===== src/rtl/wiphase_ram_pkg.sv =====
// Shared types, defaults and helpers for the wiphase RAM family
// (lookahead RAM, test-pattern generator tables).
package wiphase_ram_pkg;

  localparam int unsigned WIPHASE_RAM_DATA_WIDTH = 16;
  localparam int unsigned WIPHASE_RAM_DEPTH      = 8;
  localparam int unsigned WIPHASE_RAM_NUM_RD     = 2;

  typedef enum logic {
    ST_CLEAR = 1'b0,
    ST_READY = 1'b1
  } ram_state_e;

  function automatic int unsigned clog2(input int unsigned value);
    int unsigned result;
    result = 0;
    for (int unsigned i = 0; i < 32; i++) begin
      if ((64'd1 << i) < 64'(value)) result = i + 1;
    end
    return result;
  endfunction

endpackage


===== src/rtl/wiphase_lookahead_ram_rdport.sv =====
// One read port of the lookahead RAM: registers the array word, the bypass
// decision and the concurrent write, then merges them one cycle later.
module wiphase_lookahead_ram_rdport #(
  parameter int unsigned DATA_WIDTH = 16
) (
  input  logic                  clk,
  input  logic                  reset_n,
  input  logic                  rd_en,
  input  logic                  bypass,
  input  logic [DATA_WIDTH-1:0] arr_word,
  input  logic [DATA_WIDTH-1:0] wr_data,
  input  logic [DATA_WIDTH-1:0] wr_mask,
  output logic [DATA_WIDTH-1:0] rd_readdata,
  output logic                  rd_readdatavalid
);

  logic [DATA_WIDTH-1:0] arr_q, arr_d;
  logic [DATA_WIDTH-1:0] wdata_q, wdata_d;
  logic [DATA_WIDTH-1:0] mask_q, mask_d;
  logic                  byp_q, byp_d;
  logic                  valid_q, valid_d;

  // Registers only move on an accepted read, so the merged output holds
  // its last value whenever valid is low.
  always_comb begin
    arr_d   = arr_q;
    wdata_d = wdata_q;
    mask_d  = mask_q;
    byp_d   = byp_q;
    valid_d = rd_en;
    if (rd_en) begin
      arr_d   = arr_word;
      wdata_d = wr_data;
      mask_d  = wr_mask;
      byp_d   = bypass;
    end
  end

  always_ff @(posedge clk or negedge reset_n) begin
    if (!reset_n) begin
      arr_q   <= '0;
      wdata_q <= '0;
      mask_q  <= '0;
      byp_q   <= 1'b0;
      valid_q <= 1'b0;
    end else begin
      arr_q   <= arr_d;
      wdata_q <= wdata_d;
      mask_q  <= mask_d;
      byp_q   <= byp_d;
      valid_q <= valid_d;
    end
  end

  assign rd_readdata      = byp_q ? ((wdata_q & mask_q) | (arr_q & ~mask_q)) : arr_q;
  assign rd_readdatavalid = valid_q;

endmodule


===== src/rtl/wiphase_lookahead_ram.sv =====
// Multi-read-port RAM with write-to-read lookahead and hardware clear FSM.
// Optional byte enables: define WIPHASE_LOOKAHEAD_RAM_BYTEEN_EN.
module wiphase_lookahead_ram
  import wiphase_ram_pkg::*;
#(
  parameter int unsigned           DATA_WIDTH     = WIPHASE_RAM_DATA_WIDTH,
  parameter int unsigned           DEPTH          = WIPHASE_RAM_DEPTH,
  parameter int unsigned           ADDR_WIDTH     = (clog2(DEPTH) > 0) ? clog2(DEPTH) : 1,
  parameter int unsigned           NUM_RD         = WIPHASE_RAM_NUM_RD,
  parameter int unsigned           CLEAR_ON_RESET = 1,
  parameter logic [DATA_WIDTH-1:0] CLEAR_VALUE    = '0
) (
  input  logic                         clk,
  input  logic                         reset_n,
  input  logic [ADDR_WIDTH-1:0]        wr_address,
  input  logic [DATA_WIDTH-1:0]        wr_writedata,
  input  logic                         wr_write,
`ifdef WIPHASE_LOOKAHEAD_RAM_BYTEEN_EN
  input  logic [DATA_WIDTH/8-1:0]      wr_byteenable,
`endif
  output logic                         wr_waitrequest,
  input  logic                         clear_req,
  input  logic [NUM_RD-1:0]            rd_read,
  input  logic [NUM_RD*ADDR_WIDTH-1:0] rd_address,
  output logic [NUM_RD*DATA_WIDTH-1:0] rd_readdata,
  output logic [NUM_RD-1:0]            rd_readdatavalid
);

  localparam logic [ADDR_WIDTH-1:0] LAST_ADDR   = ADDR_WIDTH'(DEPTH - 1);
  localparam ram_state_e            RESET_STATE = (CLEAR_ON_RESET != 0) ? ST_CLEAR : ST_READY;

  logic [DATA_WIDTH-1:0] mem_q [DEPTH];
  ram_state_e            state_q, state_d;
  logic [ADDR_WIDTH-1:0] count_q, count_d;
  logic                  wait_q, wait_d;
  logic [DATA_WIDTH-1:0] wr_mask;
  logic                  wr_accept;
  logic                  mem_we;
  logic [ADDR_WIDTH-1:0] mem_waddr;
  logic [DATA_WIDTH-1:0] mem_wdata;
  logic [DATA_WIDTH-1:0] mem_wmask;

`ifdef WIPHASE_LOOKAHEAD_RAM_BYTEEN_EN
  if (DATA_WIDTH % 8 != 0) begin : g_be_width_check
    $error("wiphase_lookahead_ram: DATA_WIDTH must be a multiple of 8 with byte enables");
  end

  always_comb begin
    wr_mask = '0;
    for (int unsigned b = 0; b < DATA_WIDTH / 8; b++) begin
      wr_mask[b*8 +: 8] = {8{wr_byteenable[b]}};
    end
  end
`else
  assign wr_mask = '1;
`endif

  assign wr_accept      = wr_write && !wait_q && (32'(wr_address) < DEPTH);
  assign wr_waitrequest = wait_q;

  // The clear owns the array write port; user writes only land in READY.
  always_comb begin
    state_d   = state_q;
    count_d   = count_q;
    wait_d    = wait_q;
    mem_we    = 1'b0;
    mem_waddr = wr_address;
    mem_wdata = wr_writedata;
    mem_wmask = wr_mask;
    unique case (state_q)
      ST_CLEAR: begin
        mem_we    = 1'b1;
        mem_waddr = count_q;
        mem_wdata = CLEAR_VALUE;
        mem_wmask = '1;
        if (count_q == '0) begin
          state_d = ST_READY;
          wait_d  = 1'b0;
        end else begin
          count_d = count_q - 1'b1;
        end
      end
      ST_READY: begin
        wait_d = 1'b0;
        mem_we = wr_accept;
        if (clear_req) begin
          state_d = ST_CLEAR;
          count_d = LAST_ADDR;
          wait_d  = 1'b1;
        end
      end
    endcase
  end

  always_ff @(posedge clk or negedge reset_n) begin
    if (!reset_n) begin
      state_q <= RESET_STATE;
      count_q <= LAST_ADDR;
      wait_q  <= 1'b1;
    end else begin
      state_q <= state_d;
      count_q <= count_d;
      wait_q  <= wait_d;
    end
  end

  always_ff @(posedge clk) begin
    if (mem_we) begin
      mem_q[mem_waddr] <= (mem_q[mem_waddr] & ~mem_wmask) | (mem_wdata & mem_wmask);
    end
  end

  for (genvar g = 0; g < NUM_RD; g++) begin : g_rd
    logic [ADDR_WIDTH-1:0] addr;
    logic                  in_range;
    logic [DATA_WIDTH-1:0] arr_word;

    assign addr     = rd_address[g*ADDR_WIDTH +: ADDR_WIDTH];
    assign in_range = 32'(addr) < DEPTH;
    assign arr_word = in_range ? mem_q[addr] : CLEAR_VALUE;

    // A hit implies an in-range address since wr_accept already checks it.
    wiphase_lookahead_ram_rdport #(
      .DATA_WIDTH(DATA_WIDTH)
    ) u_rdport (
      .clk             (clk),
      .reset_n         (reset_n),
      .rd_en           (rd_read[g] && (state_q == ST_READY)),
      .bypass          (wr_accept && (addr == wr_address)),
      .arr_word        (arr_word),
      .wr_data         (wr_writedata),
      .wr_mask         (wr_mask),
      .rd_readdata     (rd_readdata[g*DATA_WIDTH +: DATA_WIDTH]),
      .rd_readdatavalid(rd_readdatavalid[g])
    );
  end

endmodule


===== config.mk =====
export PLATFORM = sky130hd
export DESIGN_NAME = wiphase_lookahead_ram
export DESIGN_NICKNAME = d
export VERILOG_FILES = /design/src/rtl/wiphase_ram_pkg.sv /design/src/rtl/wiphase_lookahead_ram_rdport.sv /design/src/rtl/wiphase_lookahead_ram.sv
export SDC_FILE = /design/constraint.sdc
export NUM_CORES = 1
export LEC_CHECK = 0
export CAP_MARGIN = 20
export CORE_ASPECT_RATIO = 0.8
export CORE_UTILIZATION = 50
export CTS_CLUSTER_SIZE = 16
export DETAILED_ROUTE_END_ITERATION = 6
export DONT_BUFFER_PORTS = 1
export PLACE_DENSITY = 0.64
export SYNTH_ARGS = -nofsm -noshare
export SYNTH_HDL_FRONTEND = slang
export SYNTH_SLANG_ARGS = --single-unit

===== constraint.sdc =====
create_clock -name clk -period 2 [get_ports clk]
set_input_delay 0.1 -clock clk [delete_from_list [all_inputs] [get_ports clk]]
set_output_delay 0.1 -clock clk [all_outputs]
set_load 0.005 [all_outputs]

Word-level counts from Yosys, hierarchy flattened:

Memory sizes are Yosys's and may differ from the RTL's. A register that Yosys moved wholly into a read port is not among the register bits.
Index checks and enable logic that the tools add are counted.

* flip-flop bits (word level): 43
* bits in writable memories: 128
* input bits: 31
* output and inout port bits: 35
* logic and storage cells: 53
* memories: 1

* add/sub/neg operators: 1
* equality and inequality tests: 5
* multiplexer cells: 16
* bitwise operators: 9
* reduce and logical (&&, ||, !) cells: 10

Memories
* mem_q: words 8, bits a word 16, read ports 2, clocked after memory_dff 2, wr ports 1, line wiphase_lookahead_ram.sv:32 `logic [DATA_WIDTH-1:0] mem_q [DEPTH];`

Operators with widths (count)
* bitwise AND 16 bit: 4
* 2-to-1 mux 16 bit: 3
* inverter 16 bit: 2
* bitwise OR 16 bit: 2
* 2-to-1 mux 3 bit: 3
* equality test 3 bit: 2
* 2-to-1 mux 1 bit: 6
* != test 2 bit, second input constant: 3
* one-hot mux 1 bit (2 select lines): 3
* one-hot mux 3 bit (2 select lines): 1
* logical AND 1 bit: 5
* logical NOT 1 bit: 3
* logical NOT 3 bit: 1
* subtractor 3 x 1 -> 3 bit, second input constant: 1
* AND reduction 2 bit: 1
* inverter 1 bit: 1

Depth between registers and ports, before layout:

* depth in word-level cells: 5
* gate-level depth with buffers: 5

Hierarchy:

Synthesis repeated with hierarchy kept, for this count alone.

* cell total of the unflattened synthesis: 600
* area total of the unflattened synthesis: 10860.4 um^2

By module, submodules not included
* wiphase_lookahead_ram: instances 1, cells an instance 324, area each 6563.8 um^2
* wiphase_lookahead_ram_rdport: instances 2, cells an instance 138, area each 2148.3 um^2

Worst setup path before layout:

OpenSTA, ideal clock, no wires.

* path type: register to register
* start point: register count_q[1]
* end point: memory mem_q[2][0], enable pin
* library setup time: 0.388 ns
* arrival: 1.656 ns
* slack: -0.044 ns
* cell stages (with the launch flop): 4
* buffers on the path: 0
* clock period less this slack: 2.044 ns
* cells stage by stage: dfstp_2 -> inv_1 -> o32a_1 -> nor2_1

* longest elaborated chain between the ends: 1

Ends and longest elaborated chain
* from (decl): line wiphase_lookahead_ram.sv:34 `logic [ADDR_WIDTH-1:0] count_q, count_d;`
* from (signal assigned): line wiphase_lookahead_ram.sv:102 `count_q <= count_d;`
* 2-to-1 mux 3 bit: line wiphase_lookahead_ram.sv:70 `unique case (state_q)`
* to (decl): line wiphase_lookahead_ram.sv:32

Every way passes these cells.

Worst setup path in the final report:

* start point: input port wr_address[1]
* end point: register g_rd[0].u_rdport.byp_q

* longest elaborated chain between the ends: 2

Ends and longest elaborated chain
* from (decl): line wiphase_lookahead_ram.sv:15 `input logic [ADDR_WIDTH-1:0] wr_address,`
* equality test 3 bit: line wiphase_lookahead_ram.sv:129 `.bypass (wr_accept && (addr == wr_address)),`
* logical AND 1 bit: line wiphase_lookahead_ram.sv:129
* to (signal assigned): line wiphase_lookahead_ram_rdport.sv:50 `byp_q <= byp_d;`
* to (decl): line wiphase_lookahead_ram_rdport.sv:20 `logic byp_q, byp_d;`

Every way passes these cells.
A chain may end at the register's enable or synchronous reset.

==> qor.txt <==
Finished Layout Cells -> 953
Mapped Avg Cell Area -> 14.6 um^2
RSZ-0062 raised after global routing -> no
Final Hold Viols -> 0
Setup Skew -> 0.00805 ns
Launch point of the worst hold path -> rd_address[0]
Hold Crit Class -> input pin to flip-flop
Ys async rst share -> 0.369
Peak Freq -> 560 MHz
Crit. End Element -> flip-flop
Area Overhead vs Synth -> 13.6%
Yosys cell types -> 35
Initial Util -> 0.518
Clock slew at reported path FFs -> 0.06 ns
All-layer global routing usage -> 0.245
Worst-path fanout max -> 6
Worst hold path depth -> 3
Layout fillers -> 1408
CP delay by family, top -> buffers and inverters
CP startpoint kind -> input pin
DRT Pass-1 Iters -> 5
Clock buffer count from CTS -> 21
CTS HTree Levels -> 1
First DRT Iteration DRCs -> 657
First-pass GRT wire length -> 35500 um
Crit-path most repeated cell -> dlygate4sd3_1
Flops & latches, synth -> 203
R2R cell count -> 4
Mapped Cells -> 656
Post-cts sizing count -> 0
Maximum root-to-sink buffer count -> 3
Final wirelength -> 23300 um
Crit path buffers/inverters -> 3
Worst r2r src -> state_q
Nets@finish -> 718
Via-per-instance ratio -> 6.00
Number of flops mapped to enable cells by yosys -> 128
Tightest Pin Transition -> 0.532 ns
Mapped cell area -> 9550 um^2
Crit path arrival time -> 2.21 ns
# rows -> 44
Via count -> 5720
Vias in the first global route -> 5902
Largest net degree at the start of global routing -> 76
Post-route ant nets -> 0
GP Congestion -> 0.836
Yosys warnings -> 0
Relative slew slack -> 0.644
Clock Tree Root -> clkbuf_16
Die Ht -> 126 um
I/O pin cnt -> 66
R2R Setup Slk -> 0.30 ns
WHS Endpoint -> g_rd[0].u_rdport.arr_q[5]
Clock sinks -> 203
Clock period minus worst slack -> 1.79 ns
Die width -> 157 um
R2r endpoint -> mem_q[5][3]
Ys flop type -> edfxtp_1
CTS tree -> yes
Peak supply drop -> 631 uV
Largest stage delay, worst path -> 0.62 ns
Syn nets -> 689
Initial antenna violation count -> 0
HPWL Detailed -> 15100 um
Max cap viols -> 0
Leakage -> 4.22 nW
Dpl cells -> 887
Clock latency on the worst-skew pair -> 0.50 ns
CP Class -> input pin to flip-flop
GRT overflow -> 0
Pwr/cell area -> 1390 nW/um^2
Cell Chain, Critical Path -> dlygate4sd3_1, xnor2_1, dlygate4sd3_1, nand4_1, dlygate4sd3_1, o21ai_1
Final Max Tran Viols -> 0
Final setup fails -> 0
Status -> finished, final reports clean
IO Port Bufs -> 0
Drt drc -> 0
Fraction of layout cells with a size suffix above 1 -> 0.221
Die area -> 19700 um^2
Critical Path RT -> 2.43 ns
Seq/Total Area, Yosys -> 0.600
Core area -> 18400 um^2
WL per Instance -> 24.5 um
Final core occ -> 0.588
Diodes inserted -> 0
Final period util -> 0.893
Crit path max-delay cell type -> dlygate4sd3_1
[area by class of cell]
cell class	count	area [um^2]	share of cell area
sequential	203	5730	0.528
clock buffer	26	544	0.0502
tap	253	317	0.0292
inverter	7	26.3	0.00242
clock inverter	12	186	0.0172
multi-input combinational	400	3510	0.323
timing repair buffer	52	541	0.0498
[cells in the mapped netlist, types with 4 or more instances]
| cell | number | area (um^2) |
|---|---|---|
| edfxtp_1 | 128 | 3840 |
| mux2_2 | 73 | 822 |
| dfrtp_1 | 71 | 1780 |
| mux2i_1 | 66 | 661 |
| mux2_1 | 56 | 631 |
| nand2_1 | 43 | 161 |
| a22o_1 | 32 | 280 |
| o22ai_1 | 32 | 200 |
| buf_2 | 20 | 100 |
| o31ai_2 | 19 | 238 |
| and2_1 | 16 | 100 |
| nor2_1 | 14 | 52.6 |
| o31ai_1 | 13 | 97.6 |
| clkbuf_1 | 10 | 37.5 |
| buf_6 | 8 | 90.1 |
| inv_1 | 7 | 26.3 |
| xnor2_1 | 7 | 61.3 |
| nand2b_1 | 5 | 31.3 |
| buf_4 | 4 | 30.0 |
| dfstp_2 | 4 | 105 |
| nor2b_1 | 4 | 25.0 |
[kinds of logic (layout without fill, tap and decap cells)]
kind of cell / count (synthesis) / after routing / synth area share
adders and majority gates: 2 / 2 / 0.00262
AOI/OAI and AO/OA: 110 / 110 / 0.0947
muxes: 195 / 195 / 0.221
DFF: 203 / 203 / 0.600
and+or+nand+nor: 86 / 86 / 0.0415
buffers and inverters: 53 / 97 / 0.0337
xor gates and xnor gates: 7 / 7 / 0.00642
[where the power goes]
| part | total [mW] | internal (mW) | leakage, nW | switching, mW |
|---|---|---|---|---|
| registers | 7.06 | 6.25 | 2.10 | 0.810 |
| clock network | 4.15 | 2.58 | 0.359 | 1.57 |
| logic | 3.87 | 1.78 | 1.76 | 2.10 |
| total | 15.1 | 10.6 | 4.22 | 4.48 |
[worst reg2reg max path, cell delays in order, from the launching register on]
cell and delay [ns]:
dfrtp_1 0.62, nor2b_1 0.11, a31oi_1 0.36, nor2_1 0.10, buf_4 0.24
[sequential cells by signal (all words and copies together), names as in the netlist]
| signal | count |
|---|---|
| g_rd.u_rdport.byp_q | 2 |
| state_q | 1 |
| g_rd.u_rdport.arr_q | 32 |
| wr_waitrequest | 1 |
| g_rd.u_rdport.mask_q | 2 |
| count_q | 3 |
| g_rd.u_rdport.wdata_q | 32 |
| mem_q | 128 |
| g_rd.u_rdport.rd_readdatavalid | 2 |
[routing by layer]
| metal | wire, um | global-route usage | share of wire |
|---|---|---|---|
| met2 | 9850 | 0.350 | 0.42 |
| met5 | 0 | 0 | 0 |
| met4 | 263 | 0.0404 | 0.011 |
| met3 | 1750 | 0.0433 | 0.075 |
| met1 | 11500 | 0.391 | 0.49 |
[how the worst max path moves through the flow]
stage | end | startpoint | slack [ns] | cells past startpoint
2_1_floorplan | mem_q[2][0] | count_q[1] | -0.04 | 3
3_3_place_gp | mem_q[2][4] | count_q[1] | 0.31 | 4
3_5_place_dp | mem_q[2][4] | count_q[1] | 0.32 | 4
4_1_cts | g_rd[0].u_rdport.byp_q | wr_address[1] | 0.24 | 6
5_1_grt | g_rd[0].u_rdport.byp_q | wr_address[1] | 0.07 | 6
6_report | g_rd[0].u_rdport.byp_q | wr_address[1] | 0.21 | 6
[stage by stage]
stage                     cell area [um^2]  hold WS [ns]  total power, mW  setup TNS [ns]  setup slack (ns)
after floorplan                       9550        -0.196             9.63           -1.81           -0.0442
after global placement                9820        -0.188             10.6               0             0.314
after detailed placement              9820        -0.189             10.9               0             0.325
after CTS                            10800       0.00387             15.1               0             0.241
after global routing                 10800        0.0421             15.8               0            0.0744
final                                10800        0.0241             15.1               0             0.214
[what timing repair did]
item | in CTS | in global routing
setup buffers | 0 | 0
hold buffers | 28 | 0
hold endpoints to repair | 121 | 0
[cells in the final DEF (no fill, tap or decap), types with 3 or more instances in the layout]
cell type and n:
edfxtp_1 128, mux2_2 73, dfrtp_1 71, mux2i_1 66
mux2_1 56, nand2_1 41, a22o_1 32, o22ai_1 32
dlygate4sd3_1 27, clkbuf_16 21, o31ai_2 19, buf_4 19
and2_1 16, nor2_1 13, o31ai_1 13, inv_1 7
xnor2_1 7, nand2b_1 5, clkbuf_1 5, bufinv_16 5
buf_12 5, nor2b_1 4, clkinv_2 4, dfstp_2 4
a31oi_1 3, o21ai_0 3, o21ai_1 3
Note: power is estimated with default switching activity, not from simulation.
